### src/rtl/fp_multiplier.sv
// ---------------------------------------------------------------------------
// FpMultiplier : multi-cycle IEEE-754 single-precision multiplier.
//
// Purpose
//   Multiplies two single-precision operands through a fixed seven-state
//   sequence (IDLE, UNPACK, SPECIAL, MULTIPLY, NORMALISE, ROUND, PACK).
//   Every operand class takes the same path, so the latency is always six
//   cycles from the accepting edge to the edge that raises done.
//   Denormal inputs are read as signed zero. Results that underflow are
//   flushed to signed zero, and results that overflow become signed infinity.
//
// Ports
//   clk      : single clock, rising-edge active
//   rst      : synchronous active-high reset
//   input_a  : 32-bit multiplicand, captured on the accepting edge
//   input_b  : 32-bit multiplier, captured on the accepting edge
//   start    : request, sampled only in IDLE
//   output_z : 32-bit product, held until the next result
//   done     : one-cycle pulse, raised in the cycle output_z updates
//   busy     : high from accept through the done cycle
//
// Configuration
//   FP_MUL_RNE_EN : when defined, ROUND applies round-to-nearest-even.
//                   When undefined (default), ROUND truncates.
// ---------------------------------------------------------------------------
module fp_multiplier (
    input  logic        clk,
    input  logic        rst,
    input  logic [31:0] input_a,
    input  logic [31:0] input_b,
    input  logic        start,
    output logic [31:0] output_z,
    output logic        done,
    output logic        busy
);

    typedef enum logic [2:0] {
        IDLE, UNPACK, SPECIAL, MULTIPLY, NORMALISE, ROUND, PACK
    } state_t;

    state_t r_state;
    state_t w_nextState;

    logic [31:0]       r_a, r_b;
    logic              r_signA, r_signB, r_sign;
    logic [7:0]        r_expA, r_expB;
    logic [23:0]       r_mantA, r_mantB;
    logic              r_isSpecial;
    logic [31:0]       r_specialZ;
    logic [47:0]       r_prod;
    logic signed [9:0] r_exp;
    logic              r_lostBit;
    logic [22:0]       r_fracR;
    logic signed [9:0] r_expR;
    logic [31:0]       r_outputZ;
    logic              r_done;
    logic              r_busy;

    logic        w_nanA, w_nanB, w_infA, w_infB, w_zeroA, w_zeroB;
    logic [23:0] w_sig;
    logic        w_guard, w_round, w_sticky;
    logic        w_roundUp;
    logic [24:0] w_sum;

    assign output_z = r_outputZ;
    assign done     = r_done;
    assign busy     = r_busy;

    // State register. Reset returns to IDLE, which drops any operation that is
    // still in progress.
    always_ff @(posedge clk) begin
        if (rst) begin
            r_state <= IDLE;
        end else begin
            r_state <= w_nextState;
        end
    end

    // Next-state logic. The only branch is in IDLE. After that the sequence
    // always runs straight through, so the latency does not depend on the data.
    always_comb begin
        w_nextState = r_state;
        case (r_state)
            IDLE:      w_nextState = start ? UNPACK : IDLE;
            UNPACK:    w_nextState = SPECIAL;
            SPECIAL:   w_nextState = MULTIPLY;
            MULTIPLY:  w_nextState = NORMALISE;
            NORMALISE: w_nextState = ROUND;
            ROUND:     w_nextState = PACK;
            PACK:      w_nextState = IDLE;
            default:   w_nextState = IDLE;
        endcase
    end

    // Operand classification used in SPECIAL. The unpacked significand keeps the
    // raw fraction for exponent 255, so NaN and infinity can still be told apart.
    always_comb begin
        w_nanA  = (r_expA == 8'hFF) && (r_mantA[22:0] != 23'd0);
        w_nanB  = (r_expB == 8'hFF) && (r_mantB[22:0] != 23'd0);
        w_infA  = (r_expA == 8'hFF) && (r_mantA[22:0] == 23'd0);
        w_infB  = (r_expB == 8'hFF) && (r_mantB[22:0] == 23'd0);
        w_zeroA = (r_expA == 8'd0);
        w_zeroB = (r_expB == 8'd0);
    end

    // Rounding inputs. After NORMALISE the leading one sits at bit 46. The
    // 24-bit result is bits 46..23 and guard/round come from the next two bits.
    // Sticky also folds in the bit that may have been shifted out in NORMALISE.
    always_comb begin
        w_sig    = r_prod[46:23];
        w_guard  = r_prod[22];
        w_round  = r_prod[21];
        w_sticky = (|r_prod[20:0]) | r_lostBit;
`ifdef FP_MUL_RNE_EN
        w_roundUp = w_guard & (w_round | w_sticky | w_sig[0]);
`else
        w_roundUp = 1'b0;
`endif
        w_sum = {1'b0, w_sig} + {24'd0, w_roundUp};
    end

`ifndef FP_MUL_RNE_EN
    // Truncation ignores the rounding bits. This reduction only marks them as
    // intentionally unused.
    logic w_unusedRoundBits;
    assign w_unusedRoundBits = w_guard ^ w_round ^ w_sticky;
`endif

    // Datapath and output registers. Each state does its one step of the
    // operation. A special-case result is decided in SPECIAL and is only
    // selected in PACK, so the later stages can run on don't-care data.
    always_ff @(posedge clk) begin
        if (rst) begin
            r_outputZ <= 32'd0;
            r_done    <= 1'b0;
            r_busy    <= 1'b0;
        end else begin
            r_done <= 1'b0;
            case (r_state)
                IDLE: begin
                    r_busy <= start;
                    if (start) begin
                        r_a <= input_a;
                        r_b <= input_b;
                    end
                end
                UNPACK: begin
                    r_signA <= r_a[31];
                    r_signB <= r_b[31];
                    r_expA  <= r_a[30:23];
                    r_expB  <= r_b[30:23];
                    r_mantA <= (r_a[30:23] == 8'd0) ? 24'd0 : {1'b1, r_a[22:0]};
                    r_mantB <= (r_b[30:23] == 8'd0) ? 24'd0 : {1'b1, r_b[22:0]};
                end
                SPECIAL: begin
                    r_sign      <= r_signA ^ r_signB;
                    r_isSpecial <= 1'b1;
                    if (w_nanA || w_nanB) begin
                        r_specialZ <= 32'h7FC00000;
                    end else if ((w_infA && w_zeroB) || (w_infB && w_zeroA)) begin
                        r_specialZ <= 32'h7FC00000;
                    end else if (w_infA || w_infB) begin
                        r_specialZ <= {r_signA ^ r_signB, 8'hFF, 23'd0};
                    end else if (w_zeroA || w_zeroB) begin
                        r_specialZ <= {r_signA ^ r_signB, 31'd0};
                    end else begin
                        r_isSpecial <= 1'b0;
                        r_specialZ  <= 32'd0;
                    end
                end
                MULTIPLY: begin
                    r_prod <= {24'd0, r_mantA} * {24'd0, r_mantB};
                    r_exp  <= $signed({2'b00, r_expA}) + $signed({2'b00, r_expB})
                              - 10'sd127;
                end
                NORMALISE: begin
                    // The product of two normalised significands lies in
                    // [2^46, 2^48), so at most one right shift is needed.
                    if (r_prod[47]) begin
                        r_prod    <= r_prod >> 1;
                        r_exp     <= r_exp + 10'sd1;
                        r_lostBit <= r_prod[0];
                    end else begin
                        r_lostBit <= 1'b0;
                    end
                end
                ROUND: begin
                    // A carry out of the significand leaves it at exactly 1.0,
                    // so shifting it down by one gives a zero fraction.
                    if (w_sum[24]) begin
                        r_fracR <= w_sum[23:1];
                        r_expR  <= r_exp + 10'sd1;
                    end else begin
                        r_fracR <= w_sum[22:0];
                        r_expR  <= r_exp;
                    end
                end
                PACK: begin
                    r_done <= 1'b1;
                    if (r_isSpecial) begin
                        r_outputZ <= r_specialZ;
                    end else if (r_expR >= 10'sd255) begin
                        r_outputZ <= {r_sign, 8'hFF, 23'd0};
                    end else if (r_expR <= 10'sd0) begin
                        r_outputZ <= {r_sign, 31'd0};
                    end else begin
                        r_outputZ <= {r_sign, r_expR[7:0], r_fracR};
                    end
                end
                default: begin
                    r_busy <= 1'b0;
                end
            endcase
        end
    end

endmodule

### config.mk
export PLATFORM = sky130hd
export DESIGN_NAME = fp_multiplier
export DESIGN_NICKNAME = d
export VERILOG_FILES = /design/src/rtl/fp_multiplier.sv
export SDC_FILE = /design/constraint.sdc
export NUM_CORES = 2
export LEC_CHECK = 0
export ABC_AREA = 1
export BUFFER_PORTS_ARGS = -buffer_cell sky130_fd_sc_hd__buf_4
export CELL_PAD_IN_SITES_DETAIL_PLACEMENT = 1
export CELL_PAD_IN_SITES_GLOBAL_PLACEMENT = 2
export CORE_MARGIN = 2
export CORE_UTILIZATION = 40
export DETAILED_ROUTE_END_ITERATION = 8
export PLACE_DENSITY = 0.81
export SLEW_MARGIN = 15
export SYNTH_ARGS = -nofsm -noshare
export SYNTH_HDL_FRONTEND = slang
export SYNTH_SLANG_ARGS = --single-unit
export TNS_END_PERCENT = 10
### constraint.sdc
create_clock -name clk -period 8.2 [get_ports clk]
set_clock_uncertainty 0.05 [all_clocks]
set_input_delay 0 -clock clk [delete_from_list [all_inputs] [get_ports clk]]
set_output_delay 0 -clock clk [all_outputs]
set_load 0.005 [all_outputs]
==> out/summary.txt <==
Status = finished clean
Worst-Margin Slew = 1.22 ns
Die ar. = 74,700 µm²
Post-synth EDFFs = 203
Routed vias/inst = 4.90
F_max = 0.131 GHz
Area delta synth->final = 11.6%
WP buf/inv = 5
Cell Chain, Critical Path = buf_4, nand2_1, fa_1, inv_1, fa_1, fa_1, fa_1, fa_1, fa_1, inv_1, fa_1, inv_1, ha_1, nand2_1, nor2_1, inv_1, o21ai_0, nor2_1, o21ai_0, xor2_1, nand2_1, nand2_1
RSZ-0062 raised after global routing = false
Nets@finish = 4,255
RD Place Congestion = 0.856
Core Area = 71,600 µm²
Max_cap viols = 0
Setup Viol. Count Final = 0
Fill cells = 8,460
HP Start = input_a[6]
Rows = 98
Synth top area share = 0.333
Dpl hpwl = 71,200 µm
Total grt overflow = 0
Drt pass-1 iters = 5
Num Clock Sinks = 240
Syn. warnings = 0
Die W = 273 µm
Worst EP arrival = 8.02 ns
Hold-fix buffers, CTS = 67
Synthesized Nets = 4,167
Initial antenna violation count = 0
Hold Crit Depth = 2
Final design area excluding fillers = 32,400 µm²
Slew HR = 0.187
Count leader, synth = inv_1
CP Data Required Time = 8.60 ns
Slowest CP cell = edfxtp_1
Die Y = 273 µm
Crit path launch type = flip-flop
Worst-skew pair later-pin latency = 0.59 ns
Vias in the first global route = 25.5k
Largest net degree at the start of global routing = 64
Ratio of cells with drive above 1 in the final layout = 0.0565
Total Routing Usage GR = 0.245
Post-layout util = 0.452
Synth area leader = fa_1
Routed wire per std cell = 19.6 µm
Total Neg Setup Slack = 0 ns
Max stage delay on crit path = 1.07 ns
Slew Viols, Final = 0
R2R depth = 22
H-tree levels = 1
Post-DRT Antenna Nets = 0
Final min period = 7.62 ns
Top delay family on crit path = adder cells
Synth cell types = 42
CTS Root Cell = clkbuf_16
Post-cts resize count = 0
Input/output buffers = 100
Hold path endpoint = r_a[6]
First-pass GRT wire length = 141,000 µm
#FFs+latches synth = 240
Inserted Clock Buffers = 28
Placed cell areas = 30,800 µm²
Initial drt markers = 1,124
Most frequent cells after synthesis = inv_1 (975), nand2_1 (865), fa_1 (482)
Most frequent CP cell = fa_1
DR vias = 22.0k
Drt drc = 0
Hold Slack = 0.0812 ns
Avg Inst Size Synth = 8.45 µm²
Crit Path Class = flip-flop to flip-flop
Synthesized cell area = 29,000 µm²
FFs w/ async S/R, synth = 0
FF-to-FF setup slack = 0.58 ns
Mapped Cells = 3,432
CTS max path bufs = 3
Crit end category = flip-flop
CP max FO = 18
Reg-to-reg critical path endpoint = r_prod[29]
CTS tree = yes
Top cells by area, synth = fa_1 (33%), edfxtp_1 (21%), inv_1 (13%)
I/O pins = 101
DRT Wirelength = 88,200 µm
Final Hold Fails = 0
Worst Hold Class = input port to flip-flop
Final worst path period share = 0.929
Clk slew on worst S/H paths = 0.06 ns
Post-synthesis sequential area ratio = 0.236
Post-synth top flop = edfxtp_1
Setup Fix Bufs, Post-CTS = 0
FF-to-FF Start = r_mantA[11]
Starting density of the core = 0.405
ANT cells = 0
==> stage by stage <==
step                      std cells  setup WS (ns)
final                          4492          0.581
after CTS                      4490          0.548
after global routing           4492          0.204
after detailed placement       4371          0.582
after floorplan                3432           1.97
after global placement         4370          0.365
==> cells by family (layout without fill, tap and decap cells) <==
logic type,Yosys count,count (layout),share of synthesized area
and+or+nand+nor,1190,1190,0.164
buffers and inverters,1135,1245,0.147
adders and majority gates,668,668,0.413
DFF,240,240,0.236
AOI/OAI and AO/OA,181,181,0.0348
xor gates and xnor gates,17,17,0.00513
muxes,1,1,0.000345
==> layout by cell type (no fill, tap or decap), drive strengths merged, types with 2 or more instances in the layout <==
cell | netlist | routed
inv | 976 | 977
nand2 | 865 | 865
fa | 482 | 482
edfxtp | 203 | 203
ha | 186 | 186
nor2 | 174 | 174
buf | 3 | 150
a21oi | 85 | 85
nand3 | 76 | 76
dlygate4sd3 | 0 | 67
o21ai | 52 | 52
clkbuf | 156 | 43
dfxtp | 37 | 37
nand4 | 26 | 26
nor4 | 17 | 17
nor3 | 14 | 14
a31oi | 11 | 11
o21bai | 10 | 10
xor2 | 9 | 9
nand3b | 8 | 8
xnor2 | 8 | 8
clkinv | 0 | 7
a21boi | 6 | 6
a21o | 5 | 5
o21a | 4 | 4
and2 | 4 | 4
or2 | 3 | 3
o211ai | 2 | 2
o31ai | 2 | 2
o22ai | 2 | 2
==> worst reg2reg max path, delay by kind of cell (launching register included) <==
family	cells	cell delay, ns
fa+ha+maj	8	3.92
flops	1	1.07
simple gates	6	0.85
compound gates	2	0.64
buf+inv	5	0.58
xor+xnor	1	0.38
==> state kept, by name, summed over array words and instances (netlist names) <==
register and cells:
r_sign 1, done 1, r_signB 1, r_mantB 24
r_expB 8, r_expA 8, r_fracR 23, r_mantA 24
r_signA 1, r_state 3, r_prod 25, r_isSpecial 1
r_a 32, r_expR 10, r_exp 10, busy 1
output_z 32, r_b 32, r_specialZ 3
==> worst max path at each step <==
stage	start	end	slack, ns	cells after the start
after floorplan	r_mantB[3]	r_prod[29]	1.97	27
after CTS	r_mantB[7]	r_prod[29]	0.55	23
after detailed placement	r_mantB[7]	r_prod[29]	0.58	23
after global routing	r_mantB[1]	r_prod[29]	0.20	25
after global placement	r_mantB[2]	r_prod[29]	0.37	25
final	r_mantA[11]	r_prod[29]	0.58	22
==> cell type report <==
type / count / area, µm² / share of cell area
multi-input combinational: 2057 / 17900 / 0.554
clock inverter: 9 / 105 / 0.00325
clock buffer: 43 / 777 / 0.0240
sequential: 240 / 6840 / 0.211
timing repair buffer: 217 / 1860 / 0.0574
inverter: 976 / 3660 / 0.113
tap: 950 / 1190 / 0.0367
==> metal layers <==
layer,track usage,vias up,routed length [µm]
met2,0.436,410,44000
li1,-,10200,-
met5,0,-,0
met1,0.317,11300,38500
met3,0.0255,135,3210
met4,0.0637,0,2480
Power is left out: the tool's default activity adds up to more than one toggle a clock period on the data nets, which glitch-free logic cannot reach.
